File: config.mk
export PLATFORM = sky130hd
export DESIGN_NAME = combo_lut
export DESIGN_NICKNAME = d
export VERILOG_FILES = /design/src/rtl/combo_lut_pkg.sv /design/src/rtl/combo_lut_loader.sv /design/src/rtl/combo_lut.sv
export SDC_FILE = /design/constraint.sdc
export NUM_CORES = 1
export LEC_CHECK = 0
export CORE_MARGIN = 5
export CORE_UTILIZATION = 54
export DETAILED_ROUTE_END_ITERATION = 10
export GPL_TIMING_DRIVEN = 1
export PLACE_DENSITY = 0.86
export SYNTH_ARGS = -nofsm -noshare
export SYNTH_HDL_FRONTEND = slang
export SYNTH_SLANG_ARGS = --single-unit
File: constraint.sdc
create_clock -name clk -period 2.1 [get_ports clk]
set_clock_uncertainty 0.1 [all_clocks]
set_input_delay 0.525 -clock clk [delete_from_list [all_inputs] [get_ports clk]]
set_output_delay 0.525 -clock clk [all_outputs]
set_load 0.1 [all_outputs]
File: src/rtl/combo_lut_pkg.sv
// Shared types and helpers for the combo_lut programmable gate.
package combo_lut_pkg;

    typedef enum logic [1:0] {
        ST_IDLE  = 2'd0,
        ST_LOAD  = 2'd1,
        ST_SWEEP = 2'd2,
        ST_LAST  = 2'd3
    } state_t;

    localparam int N_IN_MAX = 8;

    // Truth-table depth for an n-input gate.
    function automatic int tt_depth(input int n);
        return 32'sd1 << n;
    endfunction

endpackage

File: src/rtl/combo_lut_loader.sv
// Serial truth-table loader: collects one bit per handshake into a shadow register
// and pulses commit (with the completed table) on the handshake carrying the last entry.
module combo_lut_loader
    import combo_lut_pkg::*;
#(
    parameter int N_IN = 3
) (
    input  logic                      clk,
    input  logic                      rst,
    input  logic                      cfg_hs,
    input  logic                      cfg_bit,
    output logic                      commit,
    output logic [tt_depth(N_IN)-1:0] commit_data
);
    localparam int T = tt_depth(N_IN);
    localparam logic [N_IN-1:0] LAST_BIT = {N_IN{1'b1}};

    logic [T-1:0]    shadow_r;
    logic [N_IN-1:0] bit_cnt_r;

    // Commit pulse and the table as it will look once the final bit lands.
    always_comb begin
        commit      = 1'b0;
        commit_data = {cfg_bit, shadow_r[T-2:0]};
        if (cfg_hs && (bit_cnt_r == LAST_BIT)) begin
            commit = 1'b1;
        end else begin
            commit = 1'b0;
        end
    end

    // Shadow bits and entry counter advance once per accepted handshake.
    always_ff @(posedge clk or posedge rst) begin
        if (rst) begin
            shadow_r  <= '0;
            bit_cnt_r <= '0;
        end else if (cfg_hs) begin
            shadow_r[bit_cnt_r] <= cfg_bit;
            if (bit_cnt_r == LAST_BIT) begin
                bit_cnt_r <= '0;
            end else begin
                bit_cnt_r <= bit_cnt_r + N_IN'(1'b1);
            end
        end
    end

endmodule

File: src/rtl/combo_lut.sv
// combo_lut: registered programmable N_IN-input gate with serial table load and hardware sweep.
// Define COMBO_LUT_SIGNATURE_EN to add sig_ones, the count of 1-results over the last sweep.
module combo_lut
    import combo_lut_pkg::*;
#(
    parameter int                        N_IN    = 3,
    parameter logic [tt_depth(N_IN)-1:0] TT_INIT = '0
) (
    input  logic            clk,
    input  logic            rst,
    input  logic            in_valid,
    input  logic [N_IN-1:0] in_data,
    input  logic            cfg_valid,
    input  logic            cfg_bit,
    output logic            cfg_ready,
    input  logic            sweep_start,
    output logic            sweep_busy,
    output logic            sweep_done,
    output logic            out_valid,
    output logic [N_IN-1:0] out_idx,
    output logic            out_y
`ifdef COMBO_LUT_SIGNATURE_EN
    ,
    output logic [N_IN:0]   sig_ones
`endif
);
    localparam int T = tt_depth(N_IN);
    localparam logic [N_IN-1:0] LAST_IDX = {N_IN{1'b1}};

    if ((N_IN < 1) || (N_IN > N_IN_MAX)) begin : g_bad_n_in
        $error("combo_lut: N_IN out of range");
    end

    state_t          state_r, next_state_s;
    logic [T-1:0]    table_r;
    logic [N_IN-1:0] sweep_cnt_r;
    logic            cfg_ready_r, sweep_busy_r, sweep_done_r;
    logic            out_valid_r, out_y_r;
    logic [N_IN-1:0] out_idx_r;
    logic            cfg_hs_s, commit_s, eval_s, sweep_go_s;
    logic [T-1:0]    commit_data_s;

    assign cfg_hs_s = cfg_valid & cfg_ready_r;

    combo_lut_loader #(.N_IN(N_IN)) u_loader (
        .clk         (clk),
        .rst         (rst),
        .cfg_hs      (cfg_hs_s),
        .cfg_bit     (cfg_bit),
        .commit      (commit_s),
        .commit_data (commit_data_s)
    );

    // Evaluation only outside a sweep; a load handshake beats a same-cycle sweep request.
    always_comb begin
        eval_s     = 1'b0;
        sweep_go_s = 1'b0;
        if ((state_r == ST_IDLE) || (state_r == ST_LOAD)) begin
            eval_s     = in_valid;
            sweep_go_s = (state_r == ST_IDLE) & sweep_start & ~cfg_hs_s;
        end else begin
            eval_s     = 1'b0;
            sweep_go_s = 1'b0;
        end
    end

    // Next-state logic.
    always_comb begin
        next_state_s = state_r;
        case (state_r)
            ST_IDLE: begin
                if (cfg_hs_s) begin
                    next_state_s = ST_LOAD;
                end else if (sweep_go_s) begin
                    next_state_s = ST_SWEEP;
                end else begin
                    next_state_s = ST_IDLE;
                end
            end
            ST_LOAD: begin
                if (commit_s) begin
                    next_state_s = ST_IDLE;
                end else begin
                    next_state_s = ST_LOAD;
                end
            end
            ST_SWEEP: begin
                if (sweep_cnt_r == LAST_IDX) begin
                    next_state_s = ST_LAST;
                end else begin
                    next_state_s = ST_SWEEP;
                end
            end
            ST_LAST: next_state_s = ST_IDLE;
            default: next_state_s = ST_IDLE;
        endcase
    end

    // State register and state-derived status outputs.
    always_ff @(posedge clk or posedge rst) begin
        if (rst) begin
            state_r      <= ST_IDLE;
            cfg_ready_r  <= 1'b0;
            sweep_busy_r <= 1'b0;
            sweep_done_r <= 1'b0;
        end else begin
            state_r      <= next_state_s;
            cfg_ready_r  <= (next_state_s == ST_IDLE) || (next_state_s == ST_LOAD);
            sweep_busy_r <= (next_state_s == ST_SWEEP) || (next_state_s == ST_LAST);
            sweep_done_r <= (state_r == ST_SWEEP) && (sweep_cnt_r == LAST_IDX);
        end
    end

    // Active truth table; replaced in one shot when the loader commits.
    always_ff @(posedge clk or posedge rst) begin
        if (rst) begin
            table_r <= TT_INIT;
        end else if (commit_s) begin
            table_r <= commit_data_s;
        end
    end

    // Sweep index: cleared when a sweep is accepted, walks 0..T-1 while sweeping.
    always_ff @(posedge clk or posedge rst) begin
        if (rst) begin
            sweep_cnt_r <= '0;
        end else if (sweep_go_s) begin
            sweep_cnt_r <= '0;
        end else if (state_r == ST_SWEEP) begin
            sweep_cnt_r <= sweep_cnt_r + N_IN'(1'b1);
        end
    end

    // Shared result register for both normal evaluation and sweep results.
    always_ff @(posedge clk or posedge rst) begin
        if (rst) begin
            out_valid_r <= 1'b0;
            out_idx_r   <= '0;
            out_y_r     <= 1'b0;
        end else if (state_r == ST_SWEEP) begin
            out_valid_r <= 1'b1;
            out_idx_r   <= sweep_cnt_r;
            out_y_r     <= table_r[sweep_cnt_r];
        end else if (eval_s) begin
            out_valid_r <= 1'b1;
            out_idx_r   <= in_data;
            out_y_r     <= table_r[in_data];
        end else begin
            out_valid_r <= 1'b0;
        end
    end

`ifdef COMBO_LUT_SIGNATURE_EN
    logic [N_IN:0] sig_ones_r;

    // Ones count over the sweep; settles as the last result is presented and then holds.
    always_ff @(posedge clk or posedge rst) begin
        if (rst) begin
            sig_ones_r <= '0;
        end else if (sweep_go_s) begin
            sig_ones_r <= '0;
        end else if (state_r == ST_SWEEP) begin
            sig_ones_r <= sig_ones_r + (N_IN + 1)'(table_r[sweep_cnt_r]);
        end
    end

    assign sig_ones = sig_ones_r;
`endif

    assign cfg_ready  = cfg_ready_r;
    assign sweep_busy = sweep_busy_r;
    assign sweep_done = sweep_done_r;
    assign out_valid  = out_valid_r;
    assign out_idx    = out_idx_r;
    assign out_y      = out_y_r;

endmodule

==> impl_metrics.toml, run 1 <==
[global_routing]
antenna_found_initial = 0
grt_pass1_wl_um = 4710
grt_usage_pct = 18.1
grt_max_degree = 31
grt_pass1_vias = 1022
grt-ovfl-total = 0

[critical_path]
crit_path_end = "out_y"
crit_family = "multiplexers"
endpoint_kind = "flop"
slowest_stage = "mux4_1"
critPathMaxFanout = 3
rr_worst_depth = 5
worstSetupStartpoint = "in_data[0]"
r2r_slack_ps = 380
cp.depth = 4
critPathKind = "in -> reg"
critPathMaxStageDelay_ps = 570
cp.required_ps = 2210
r2r_start = "u_loader.bit_cnt_r[0]"
path_buf_inv = 1
startpoint_type = "input pin"
worstPathCellList = "clkdlybuf4s50_1, mux4_1, mux2i_1, o211ai_1"
reg2reg_to = "table_r[2]"
worst_ep_arrival_time_ps = 1890

[drt]
drcViolationCount = 0
first_iter_violations = 18
viasPerCell = 5.82
drt_pass1_iterations = 4
via_count = 977
top_layer_used = "met4"
wl_um = 2710
m1WireLength_um = 1050
wl_met3_um = 176
ant_nets = 0
detail_route.wl_per_cell_um = 16.1
wl_met2_um = 1410

[power]
power_mw = 2.32
irDropWorstVdd_mv = 1.03
leakagePower_nw = 0.803
power_density_nw_per_um2 = 1340

[clock_network]
post_cts_resized = 0
clock_latency_ps = 330
root_buffer = "clkbuf_4"
hold_buffers = 0
clk_pin_slew_ps = 90
clockBufferDepth = 2
cts_tree = "yes"
cts_setup_buffers = 0
htreeDepth = 2
clock-sinks = 30
cts_buffers = 5

[timing]
rsz0062_at_grt = "no"
final.min_clock_period_ps = 1780
layout_setup_ws_ps = 322
tightestPinTransition_ps = 365
hold_viol_final = 0
drv_slew = 0
post-route-period-util_pct = 84.7
fmax_mhz = 562
setup_violations = 0
setup_tns_ps = 0
slew_headroom_pct = 75.7

[final_layout]
finalInstanceArea_sq_um = 1730
n_antenna_cell = 0
synthToLayoutAreaGrowth_pct = 23.4
layout.cells.non_filler = 168
drive_above_1_share_pct = 24.6
layout_commonest_cell = "dfrtp_1"
finalNetCount = 152
mostFrequentLayoutCells = "dfrtp_1, mux2_2, clkdlybuf4s50_1, mux2i_1, buf_12"

[logic_synthesis]
yosys_warnings = 0
yosysUniqueCellTypes = 25
synth_edf_count = 0
yosys.area_share.simple_pct = 12.0
synth_nets = 128
synthCells = 115
synth.avg_cell_area_sq_um = 12.2
synth_compound_area_share_pct = 7.66
synth_top_family_by_area = "multiplexers"
synth_area_sq_um = 1410
synthAdderAreaFrac_pct = 3.56
synthXorXnorAreaFrac_pct = 0
synth_mux_area_share_pct = 21.5
yosys_register_bits = 30
seq_area_frac_synth_pct = 53.4
synth_flop_cell = "dfrtp_1"
synth-async-reset-ratio_pct = 100

[floorplanning]
io_pins = 17
dieWidth_um = 61.0
initial_core_util_pct = 56.7
die_y_um = 61.0
core-area_sq_um = 2480
num_rows = 18
die_area_sq_um = 3720

[status]
status = "finished clean"

[placed_design]
dp_slack_ps = -19.0
place_area_sq_um = 1680
port_buffers = 16
place.gp.congestion = 0.732
dpl.hpwl_um = 2050
dp_cells = 162

[job]
cap_viol_max_count = 0

[hold_path]
hp-class = "reg -> reg"
whs_path_depth = 1
through the flow:
step	hold WS, ps	util [%]
after floorplan	377	-
after global placement	390	67.9
after detailed placement	395	67.9
after CTS	410	70.0
after global routing	438	70.0
final	404	70.0
where the power goes:
group / leakage, nW / switching (mW) / internal (mW)
registers: 0.368 / 0.245 / 0.805
clock network: 0.0302 / 0.178 / 0.150
logic: 0.404 / 0.478 / 0.460
total: 0.803 / 0.902 / 1.42
per-layer routing:
layer / GRT usage, % / vias to the layer above
li1: - / 467
met1: 19.6 / 471
met2: 30.7 / 30
met3: 6.92 / 9
met4: 9.91 / 0
met5: 0 / -
flip-flops by register name, indices dropped and copies added, names as in the netlist:
register            count
sweep_cnt_r             3
out_valid               1
sweep_done              1
cfg_ready               1
state_r                 2
out_y                   1
out_idx                 3
u_loader.shadow_r       7
u_loader.bit_cnt_r      3
table_r                 8
worst min-delay path by stage:
stage | startpoint | end | slack (ps)
2_1_floorplan | u_loader.shadow_r[3] | u_loader.shadow_r[3] | 380
3_3_place_gp | u_loader.shadow_r[0] | table_r[0] | 390
3_5_place_dp | u_loader.shadow_r[1] | table_r[1] | 400
4_1_cts | u_loader.shadow_r[1] | table_r[1] | 410
5_1_grt | u_loader.shadow_r[1] | u_loader.shadow_r[1] | 440
6_report | u_loader.shadow_r[1] | table_r[1] | 400
synthesized netlist by cell type, types with 2 or more instances:
cell type | instances | area [sq um]
dfrtp_1 | 30 | 751
mux2_2 | 16 | 180
mux2i_1 | 7 | 70.1
a21oi_1 | 6 | 30.0
nand2_1 | 6 | 22.5
nand3_1 | 6 | 30.0
nor2_1 | 6 | 22.5
nor3_1 | 5 | 25.0
ha_1 | 4 | 50.1
inv_1 | 4 | 15.0
nand2b_1 | 4 | 25.0
nor2b_1 | 4 | 25.0
a211oi_1 | 2 | 15.0
a22o_1 | 2 | 17.5
buf_2 | 2 | 10.0
mux4_1 | 2 | 52.6
final cells by class:
cell class / count / area, sq um
fill: 201 / 743
inverter: 4 / 15.0
sequential: 30 / 751
tap: 30 / 37.5
clock buffer: 6 / 51.3
multi-input combinational: 79 / 629
timing repair buffer: 19 / 250
kinds of logic (layout without fill, tap and decap cells):
group	after synthesis	in the layout
compound gates	16	16
fa+ha+maj	4	4
buf+inv	6	29
flops	30	30
mux	25	25
simple gates	34	34
(Power assumes the default switching activity.)
==> inputs of run 2 (changes only) <==
clock period = 1.75 ns   (was 2.1 ns; I/O delays follow)
==> run 2 against run 1 <==
Cell count rose by 3.6%. Final area rose by 3.3%. Critical endpoint is now u_loader.shadow_r[0]. Clock power rose by 14%. Sequential share of layout area fell by 1.3 points. Largest cell class unchanged. Critical path type unchanged. Routed wire length rose by 2.4%. Largest power group unchanged. Sequential power rose by 18%.
==> impl_metrics.toml, run 2 (synthesis gave the netlist of run 1 again) <==
[drt]
detail_route.wl_per_cell_um = 15.9
wl_um = 2770
drt_pass1_iterations = 5
ant_nets = 0
drcViolationCount = 0
first_iter_violations = 37
via_count = 1041
viasPerCell = 5.98

[power]
pwr-share-clk_pct = 13.3
seqPwrFrac_pct = 43.7
sw_frac_of_total_pct = 39.1
power_density_nw_per_um2 = 1580
leakagePower_nw = 0.834
power_frac_comb_pct = 43.0
power.internal_mw = 1.72
p_switching_mw = 1.10
irDropWorstVdd_mv = 1.35

[critical_path]
worstSetupStartpoint = "cfg_valid"
cp.required_ps = 1850
rr_worst_depth = 6
startpoint_type = "input pin"
endpoint_kind = "flop"
critPathMaxFanout = 7
critPathKind = "in -> reg"
r2r_start = "u_loader.bit_cnt_r[0]"
worst_ep_arrival_time_ps = 1800
r2r_slack_ps = 150
reg2reg_to = "state_r[0]"

[placed_design]
place_area_sq_um = 1740
dp_cells = 166
port_buffers = 16
dpl.hpwl_um = 2020
dp_slack_ps = -290
place.gp.congestion = 0.767

[timing]
setup_violations = 0
drv_slew = 0
tightestPinTransition_ps = 367
post-route-period-util_pct = 97.0
layout_setup_ws_ps = 52.1
fmax_mhz = 589
hold_viol_final = 0
timing.hold.ws_ps = 368
slew_headroom_pct = 75.5
rsz0062_at_grt = "no"
final.min_clock_period_ps = 1700

[job]
cap_viol_max_count = 0

[final_layout]
layout.cells.non_filler = 174
layout_commonest_cell = "dfrtp_1"
multi_input_area_sq_um = 629
largestRegisters = "table_r (8), u_loader.shadow_r (7)"
finalNetCount = 156
finalInstanceArea_sq_um = 1790
synthToLayoutAreaGrowth_pct = 27.5
seq_area_sq_um = 753
drive_above_1_share_pct = 27.1
regMostFlops = "table_r"
finalCoreUtilization_pct = 72.3
mostFrequentLayoutCells = "dfrtp_1, mux2_2, buf_12, mux2i_1, clkdlybuf4s50_1"
n_antenna_cell = 0
fillers = 195
largest_reg_flops = 8

[global_routing]
grt_max_degree = 31
grt_pass1_vias = 1113
antenna_found_initial = 0
grt_usage_pct = 18.7
grt-ovfl-total = 0
grt_pass1_wl_um = 4960

[clock_network]
clock-sinks = 30
root_buffer = "clkbuf_4"
hold_buffers = 0
htreeDepth = 2
clk_pin_slew_ps = 90
cts_tree = "yes"
cts_buffers = 5
clock_latency_ps = 330
clockBufferDepth = 2

[hold_path]
hp-class = "in -> async"

[floorplanning]
die_y_um = 61.0
num_rows = 18
die_area_sq_um = 3720
dieWidth_um = 61.0
initial_core_util_pct = 56.7
core-area_sq_um = 2480
io_pins = 17

[status]
status = "finished clean"
[run 2: routing by layer]
| metal | GRT usage (%) | vias to the layer above | wire, um |
|---|---|---|---|
| met1 | 19.7 | 514 | 1070 |
| met3 | 7.76 | 8 | 195 |
| met4 | 10.2 | 0 | 53 |
| met5 | 0 | - | 0 |
| met2 | 31.9 | 40 | 1450 |
| li1 | - | 479 | - |
[run 2: cell type report]
cell class	instances	area share, %
multi-input cells	79	35.1
inverters	4	0.838
repair buffers	23	17.2
flip-flops and latches	30	42.0
clock buffers	8	2.72
well taps	30	2.09
[run 2: repair_timing]
item                                    4_1_cts  5_1_grt
endpoints found under the setup margin        0        1
buffers inserted                              0        0
gates resized for setup                       0        1
[run 2: metrics by stage]
| step | power (mW) | TNS (ps) |
|---|---|---|
| 6_report | 2.83 | 0 |
| 5_1_grt | 3.02 | 0 |
| 4_1_cts | 2.85 | 0 |
| 3_5_place_dp | 2.46 | -2120 |
| 3_3_place_gp | 2.38 | -1690 |
| 2_1_floorplan | 2.00 | 0 |
[run 2: power groups by stage]
stage / combinational (mW) / sequential, mW / clock, mW
3_3_place_gp: 1.16 / 1.22 / 0
3_5_place_dp: 1.21 / 1.25 / 0
6_report: 1.22 / 1.24 / 0.375
4_1_cts: 1.22 / 1.23 / 0.395
2_1_floorplan: 0.559 / 1.44 / 0
5_1_grt: 1.33 / 1.28 / 0.420
[run 2: worst max path at each step]
stage	to	cells after the start	slack, ps
2_1_floorplan	u_loader.shadow_r[0]	4	10
3_3_place_gp	out_y	4	-230
3_5_place_dp	out_y	4	-290
4_1_cts	out_y	4	60
5_1_grt	u_loader.shadow_r[0]	4	30
6_report	u_loader.shadow_r[0]	4	50
[run 2: worst max-delay path, stage by stage]
cell	delay, ps
clkdlybuf4s50_1	500
nand2_1	180
nor4_1	290
mux2_2	390
